===== config.mk =====
export PLATFORM = sky130hd
export DESIGN_NAME = button_debouncer
export DESIGN_NICKNAME = d
export VERILOG_FILES = /design/src/rtl/button_pkg.sv /design/src/rtl/sync_chain.sv /design/src/rtl/button_debouncer.sv
export SDC_FILE = /design/constraint.sdc
export NUM_CORES = 1
export LEC_CHECK = 0
export ABC_AREA = 1
export CORE_MARGIN = 1
export CORE_UTILIZATION = 70
export CTS_BUF_LIST = sky130_fd_sc_hd__clkbuf_4 sky130_fd_sc_hd__clkbuf_8
export DETAILED_ROUTE_END_ITERATION = 6
export DONT_BUFFER_PORTS = 1
export HOLD_SLACK_MARGIN = 0.05
export PLACE_DENSITY = 0.95
export SYNTH_ARGS = -nofsm -noshare
export SYNTH_HDL_FRONTEND = slang
export SYNTH_SLANG_ARGS = --single-unit

===== constraint.sdc =====
create_clock -name clk -period 3 [get_ports clk]
set_input_delay 0.6 -clock clk [delete_from_list [all_inputs] [get_ports clk]]
set_output_delay 0.6 -clock clk [all_outputs]
set_load 0.005 [all_outputs]

===== src/rtl/button_pkg.sv =====
// Shared types and default constants for the push-button debouncer.
package button_pkg;

    typedef enum logic [1:0] {
        IDLE_LOW  = 2'd0,
        WAIT_HIGH = 2'd1,
        IDLE_HIGH = 2'd2,
        WAIT_LOW  = 2'd3
    } debounce_state_t;

    localparam int DEF_SYNC_STAGES       = 2;
    localparam int DEF_DEBOUNCE_CYCLES   = 1000000;
    localparam int DEF_LONG_PRESS_CYCLES = 100000000;

endpackage


===== src/rtl/sync_chain.sv =====
// Plain flop chain bringing an asynchronous level into the clk domain.
module sync_chain #(
    parameter int STAGES = 2
) (
    input  logic clk,
    input  logic reset,
    input  logic d,
    output logic q
);

    logic [STAGES-1:0] chain;

    always_ff @(posedge clk) begin
        if (reset) chain <= '0;
        else       chain <= {chain[STAGES-2:0], d};
    end

    assign q = chain[STAGES-1];

endmodule


===== src/rtl/button_debouncer.sv =====
// Synchronise a raw button pin and qualify level changes with a stability counter.
// Optional long-press detector enabled by defining BUTTON_DEBOUNCER_LONG_PRESS_EN.
module button_debouncer
    import button_pkg::*;
#(
    parameter int SYNC_STAGES       = DEF_SYNC_STAGES,
    parameter int DEBOUNCE_CYCLES   = DEF_DEBOUNCE_CYCLES,
    parameter int CNT_W             = $clog2(DEBOUNCE_CYCLES + 1),
    parameter int LONG_PRESS_CYCLES = DEF_LONG_PRESS_CYCLES
) (
    input  logic clk,
    input  logic reset,
    input  logic button_raw,
    output logic button_clean,
    output logic busy,
    output logic long_press
);

    if (SYNC_STAGES < 2 || DEBOUNCE_CYCLES < 2 || LONG_PRESS_CYCLES < 1) begin : g_bad_param
        $error("button_debouncer: illegal parameter value");
    end

    logic            button_sync;
    debounce_state_t state, state_next;
    logic [CNT_W-1:0] cnt, cnt_next;
    logic            clean_next;

    sync_chain #(.STAGES(SYNC_STAGES)) u_sync (
        .clk   (clk),
        .reset (reset),
        .d     (button_raw),
        .q     (button_sync)
    );

    always_ff @(posedge clk) begin
        if (reset) begin
            state        <= IDLE_LOW;
            cnt          <= '0;
            button_clean <= 1'b0;
            busy         <= 1'b0;
        end else begin
            state        <= state_next;
            cnt          <= cnt_next;
            button_clean <= clean_next;
            busy         <= (state_next == WAIT_HIGH) || (state_next == WAIT_LOW);
        end
    end

    // A sample matching the current clean level aborts qualification.
    always_comb begin
        state_next = state;
        cnt_next   = cnt;
        clean_next = button_clean;
        case (state)
            IDLE_LOW: begin
                if (button_sync) begin
                    state_next = WAIT_HIGH;
                    cnt_next   = CNT_W'(1);
                end
            end
            IDLE_HIGH: begin
                if (!button_sync) begin
                    state_next = WAIT_LOW;
                    cnt_next   = CNT_W'(1);
                end
            end
            WAIT_HIGH: begin
                if (!button_sync) begin
                    state_next = IDLE_LOW;
                    cnt_next   = '0;
                end else if (cnt == CNT_W'(DEBOUNCE_CYCLES - 1)) begin
                    state_next = IDLE_HIGH;
                    cnt_next   = '0;
                    clean_next = 1'b1;
                end else begin
                    cnt_next = cnt + 1'b1;
                end
            end
            WAIT_LOW: begin
                if (button_sync) begin
                    state_next = IDLE_HIGH;
                    cnt_next   = '0;
                end else if (cnt == CNT_W'(DEBOUNCE_CYCLES - 1)) begin
                    state_next = IDLE_LOW;
                    cnt_next   = '0;
                    clean_next = 1'b0;
                end else begin
                    cnt_next = cnt + 1'b1;
                end
            end
            default: begin
                state_next = IDLE_LOW;
                cnt_next   = '0;
            end
        endcase
    end

`ifdef BUTTON_DEBOUNCER_LONG_PRESS_EN
    localparam int LP_W = $clog2(LONG_PRESS_CYCLES + 1);

    logic [LP_W-1:0] lp_cnt;

    // Clearing on clean_next lets long_press drop on the same edge clean falls.
    always_ff @(posedge clk) begin
        if (reset || !clean_next) begin
            lp_cnt     <= '0;
            long_press <= 1'b0;
        end else if (button_clean && lp_cnt != LP_W'(LONG_PRESS_CYCLES)) begin
            lp_cnt     <= lp_cnt + 1'b1;
            long_press <= (lp_cnt == LP_W'(LONG_PRESS_CYCLES - 1));
        end
    end
`else
    assign long_press = 1'b0;
`endif

endmodule


Word level (Yosys, flattened, before mapping)

Index checks and enable logic that the tools add are counted.

$add $sub $neg: 1
Equal/unequal tests: 12
Mux-type cells: 18
Reductions and logical operators: 5

Operators with widths:

| cell                                                  | count |
|---|---|
| two-way mux 20 bit                                    | 5 |
| one-hot mux 20 bit (4 select lines)                   | 1 |
| adder 20 x 1 -> 20 bit, second input constant         | 1 |
| equality test 20 bit, second input constant           | 1 |
| two-way mux 2 bit                                     | 6 |
| inequality test 2 bit, second input constant          | 4 |
| one-hot mux 2 bit (4 select lines)                    | 1 |
| equality test 2 bit, second input constant            | 3 |
| AND reduction 5 bit                                   | 1 |
| equality test 2 x 1 -> 1 bit, second input constant   | 2 |
| two-way mux 1 bit                                     | 4 |
| inequality test 2 x 1 -> 1 bit, second input constant | 2 |
| logical NOT 2 bit                                     | 1 |
| one-hot mux 1 bit (2 select lines)                    | 1 |
| AND reduction 2 bit                                   | 1 |
| nonzero test 2 bit                                    | 1 |
| logical OR 1 bit                                      | 1 |

Register bits: 26
Input bits: 3
Output and inout port bits: 3
Word-level logic and storage cells: 41

Logic depth before layout (Yosys ltp)

Depth in word-level cells: 6
Gate-level depth with buffers: 10
Depth with buffers taken out: 10

Modules after synthesis

A second synthesis with hierarchy kept.

Cells, all modules: 257
Area, all modules: 1599.0 um^2

Modules (own cells, without submodules):

| module           | times used | cells each | area an instance (um^2) | sequential area each (um^2) |
|---|---|---|---|---|
| button_debouncer | 1          | 251        | 1544.0                  | 460.4 |
| sync_chain       | 1          | 6          | 55.1                    | 40.0 |

Least setup slack after synthesis

Ideal clock, no wire load.

Kind: register -> register
From: register cnt[1]
To: register cnt[11]
Library setup time: 0.115 ns
Arrival time: 1.190 ns
Data required time: 2.885 ns
Slack: 1.695 ns
Cell stages (with the launch flop): 9
Path buffers: 0
Period minus slack after synthesis: 1.305 ns
Path through: dfxtp_1 -> ha_1 -> nand3_2 -> nor2_1 -> nand3_2 -> nand2_2 -> nand2_4 -> nand2_4 -> nor2_1

Longest elaborated chain between the ends: 4
Elaborated cells on any way between the ends: 6
Classes of those cells: add/sub: 1; eq/ne: 1; mux: 4

Ends and longest elaborated chain:

| what                                                           | RTL line                                       | text |
|---|---|---|
| from (decl)                                                    | button_debouncer.sv:25                         | `logic [CNT_W-1:0] cnt, cnt_next;` |
| from (signal assigned)                                         | button_debouncer.sv:43                         | `cnt <= cnt_next;` |
| adder 20 x 1 -> 20 bit or equality test 20 bit (tied branches) | -                                              |  |
| two-way mux 20 bit *                                           | button_debouncer.sv:71, button_debouncer.sv:83 |  |
| two-way mux 20 bit (on tied branches)                          | button_debouncer.sv:80, button_debouncer.sv:68 |  |
| one-hot mux 20 bit (4 select lines) *                          | button_debouncer.sv:54                         | `case (state)` |

Every way passes the cells marked *; elsewhere a longest branch is shown, timed or not.
A chain may end at the register's enable or synchronous reset.

Worst setup path after layout

From: register cnt[1]
To: register cnt[10]

The elaborated chain is that of the path after synthesis.

==> run summary <==
gpl congestion - 0.893
area leader, netlist - dfxtp_1
ys flop type - dfxtp_1
setup violators final - 0
Resized Gates After CTS - 0
Die Wd - 46.9 um
Die Footprint - 2200 um^2
drc violations - 0
fin crit period - 1.59 ns
sequential area share after synthesis - 0.354
critical path class - register to register
placed cell areas - 1430 um^2
Ports - 6
share of cells above drive strength 1 - 0.110
Setup TNS - 0 ns
vias in the first global route - 1144
reg-to-reg endpoint - cnt[10]$_SDFFE_PP0P_
commonest cells after routing, fill and taps aside - nand2_1 (47), nor2_1 (35), inv_1 (30)
post-CTS setup buffers - 0
cts bufs inserted - 3
Routed WL - 2990 um
FF+latch area - 500 um^2
Max Cap Viol - 0
Initial DRC Count - 66
Max VDD drop - 0.000306 V
Antenna diodes - 0
Setup crit end kind - register
Final Max Tran Viols - 0
CP Capture Point - cnt[10]$_SDFFE_PP0P_
hold crit path type - primary input to register
final worst-path cycle share - 0.531
Initial Util - 0.785
Die H - 46.9 um
fin cells - 235
RSZ-0062 raised after global routing - false
Final #Nets - 215
worst-path maximum fanout - 8
#FFs+latches synth - 25
H-tree depth - 1
fill count - 137
finished layout cell area - 1460 um^2
reg-to-reg critical path startpoint - cnt[1]$_SDFFE_PP0P_
Max clock buf depth - 2
async set-or-reset flop fraction in the synthesized netlist - 0
DP HPWL - 2280 um
IO buf count - 0
routed length per instance - 12.7 um
Synth warnings - 0
synthesized area - 1410 um^2
initial antenna violation count - 0
placed insts - 231
Worst R2R Setup Slack - 1.41 ns
crit path DAT - 1.83 ns
ANT nets after route - 0
Std-Cell Core Area - 1800 um^2
Clock Pin Slew Worst Setup and Hold Paths - 0.13 ns
aggregate global routing overflow - 0
Startpoint Class - register
commonest non-fill, non-tap cell in the layout - nand2_1
clock sinks - 25
Via density - 5.65
number of cell rows - 15
pin count of the biggest net entering global routing - 15
Post-CTS Hold Buffers - 0
GRT Util Overall - 0.314
Post-Syn Instances - 208
post-synth top area share - 0.354
vias - 1327
PwrDens - 350 nW/um^2
P_leak - 0.587 nW
Post-Syn Area per Cell - 6.80 um^2
Area growth syn-to-layout - 3.10%
Unique masters post-synth - 24
status - completed
crit path from - cnt[1]$_SDFFE_PP0P_
Clk Latency, worst-skew pair - 0.32 ns
Final Skew - 0.00351 ns
CTS tree - done
Final Hold Fails - 0
syn_nets - 212
Multi-input gate area - 782 um^2
fmax - 627 MHz
Worst EP required - 3.24 ns
first-pass GRT wire length - 4790 um
R2R cell count - 8
First-pass DRT Iterations - 4
Synth area leaders - dfxtp_1 (35%), nand2_1 (12%), nor2_1 (9.3%)
Root Buffer - clkbuf_4
EDFF count, synth - 0
[flip-flops by register name (all words and copies together), names as in the netlist]
signal,count
cnt,20
state,2
u_sync.chain,2
button_clean,1
[worst min path at each step]
stage / to / slack [ns] / from / cells after the start
after CTS: u_sync.chain[0]$_SDFF_PP0_ / 0.32 / reset / 1
after global placement: u_sync.chain[1]$_SDFF_PP0_ / 0.40 / u_sync.chain[0]$_SDFF_PP0_ / 2
after detailed placement: u_sync.chain[1]$_SDFF_PP0_ / 0.40 / u_sync.chain[0]$_SDFF_PP0_ / 2
after global routing: cnt[1]$_SDFFE_PP0P_ / 0.32 / reset / 1
final: u_sync.chain[0]$_SDFF_PP0_ / 0.32 / reset / 1
after floorplan: u_sync.chain[1]$_SDFF_PP0_ / 0.39 / u_sync.chain[0]$_SDFF_PP0_ / 2
[final cells by class]
class / instances / area share
Multi-Input combinational cell: 150 / 0.536
Sequential cell: 25 / 0.343
Tap cell: 25 / 0.0215
Clock buffer: 3 / 0.0155
Clock inverter: 1 / 0.00343
Inverter: 31 / 0.0798
[worst max-delay path, cell delays in order (launching register included)]
cell     delay [ns]
dfxtp_1        0.38
ha_1           0.21
nand3_2        0.11
nor2_1         0.24
nand3_2        0.17
nand2_2        0.12
nand2_4        0.10
nand2_4        0.12
nor2_1         0.06
[cells by family (layout without fill, tap and decap cells)]
kind of cell	count (synthesis)	after routing	synth area share
adders and majority gates	1	1	0.00885
buffers and inverters	33	35	0.0929
xor gates and xnor gates	6	6	0.0372
AOI/OAI and AO/OA	14	14	0.0593
other	1	1	0.00265
and+or+nand+nor	128	128	0.445
DFF	25	25	0.354
[power by group]
part           internal, W  total [W]  switching, W
Clock            0.0000501   0.000150     0.0000998
Combinational   0.00000539  0.0000248     0.0000194
Sequential        0.000334   0.000336    0.00000171
Total             0.000390   0.000511      0.000121
[per-stage QoR]
stage	hold WS [ns]	total power [W]	utilization	worst slack (ns)
2_1_floorplan	0.388	0.000364	-	1.69
3_3_place_gp	0.396	0.000368	0.794	1.52
3_5_place_dp	0.402	0.000368	0.794	1.46
4_1_cts	0.317	0.000515	0.809	1.44
5_1_grt	0.317	0.000525	0.809	1.33
6_report	0.323	0.000511	0.809	1.41
[synth_stat cells (3+ instances only)]
cell and count:
xor2_1 6, nand2_2 3, dfxtp_1 25, nand3_1 13, nand2_1 47, nor2_4 5
nor3_1 4, nand4_1 12, nor2_1 35, inv_1 30, a21oi_1 3, o21ai_0 6
nand3_2 4, nand2_4 3
[per-layer routing]
| layer | global-route usage | vias up | routed length, um |
|---|---|---|---|
| met2 | 0.536 | 62 | 1440 |
| met1 | 0.375 | 594 | 1240 |
| met4 | 0.177 | 0 | 103 |
| met5 | 0 | - | 0 |
| li1 | - | 658 | - |
| met3 | 0.0462 | 13 | 211 |
No activity file was read; power rests on OpenSTA's default activity.
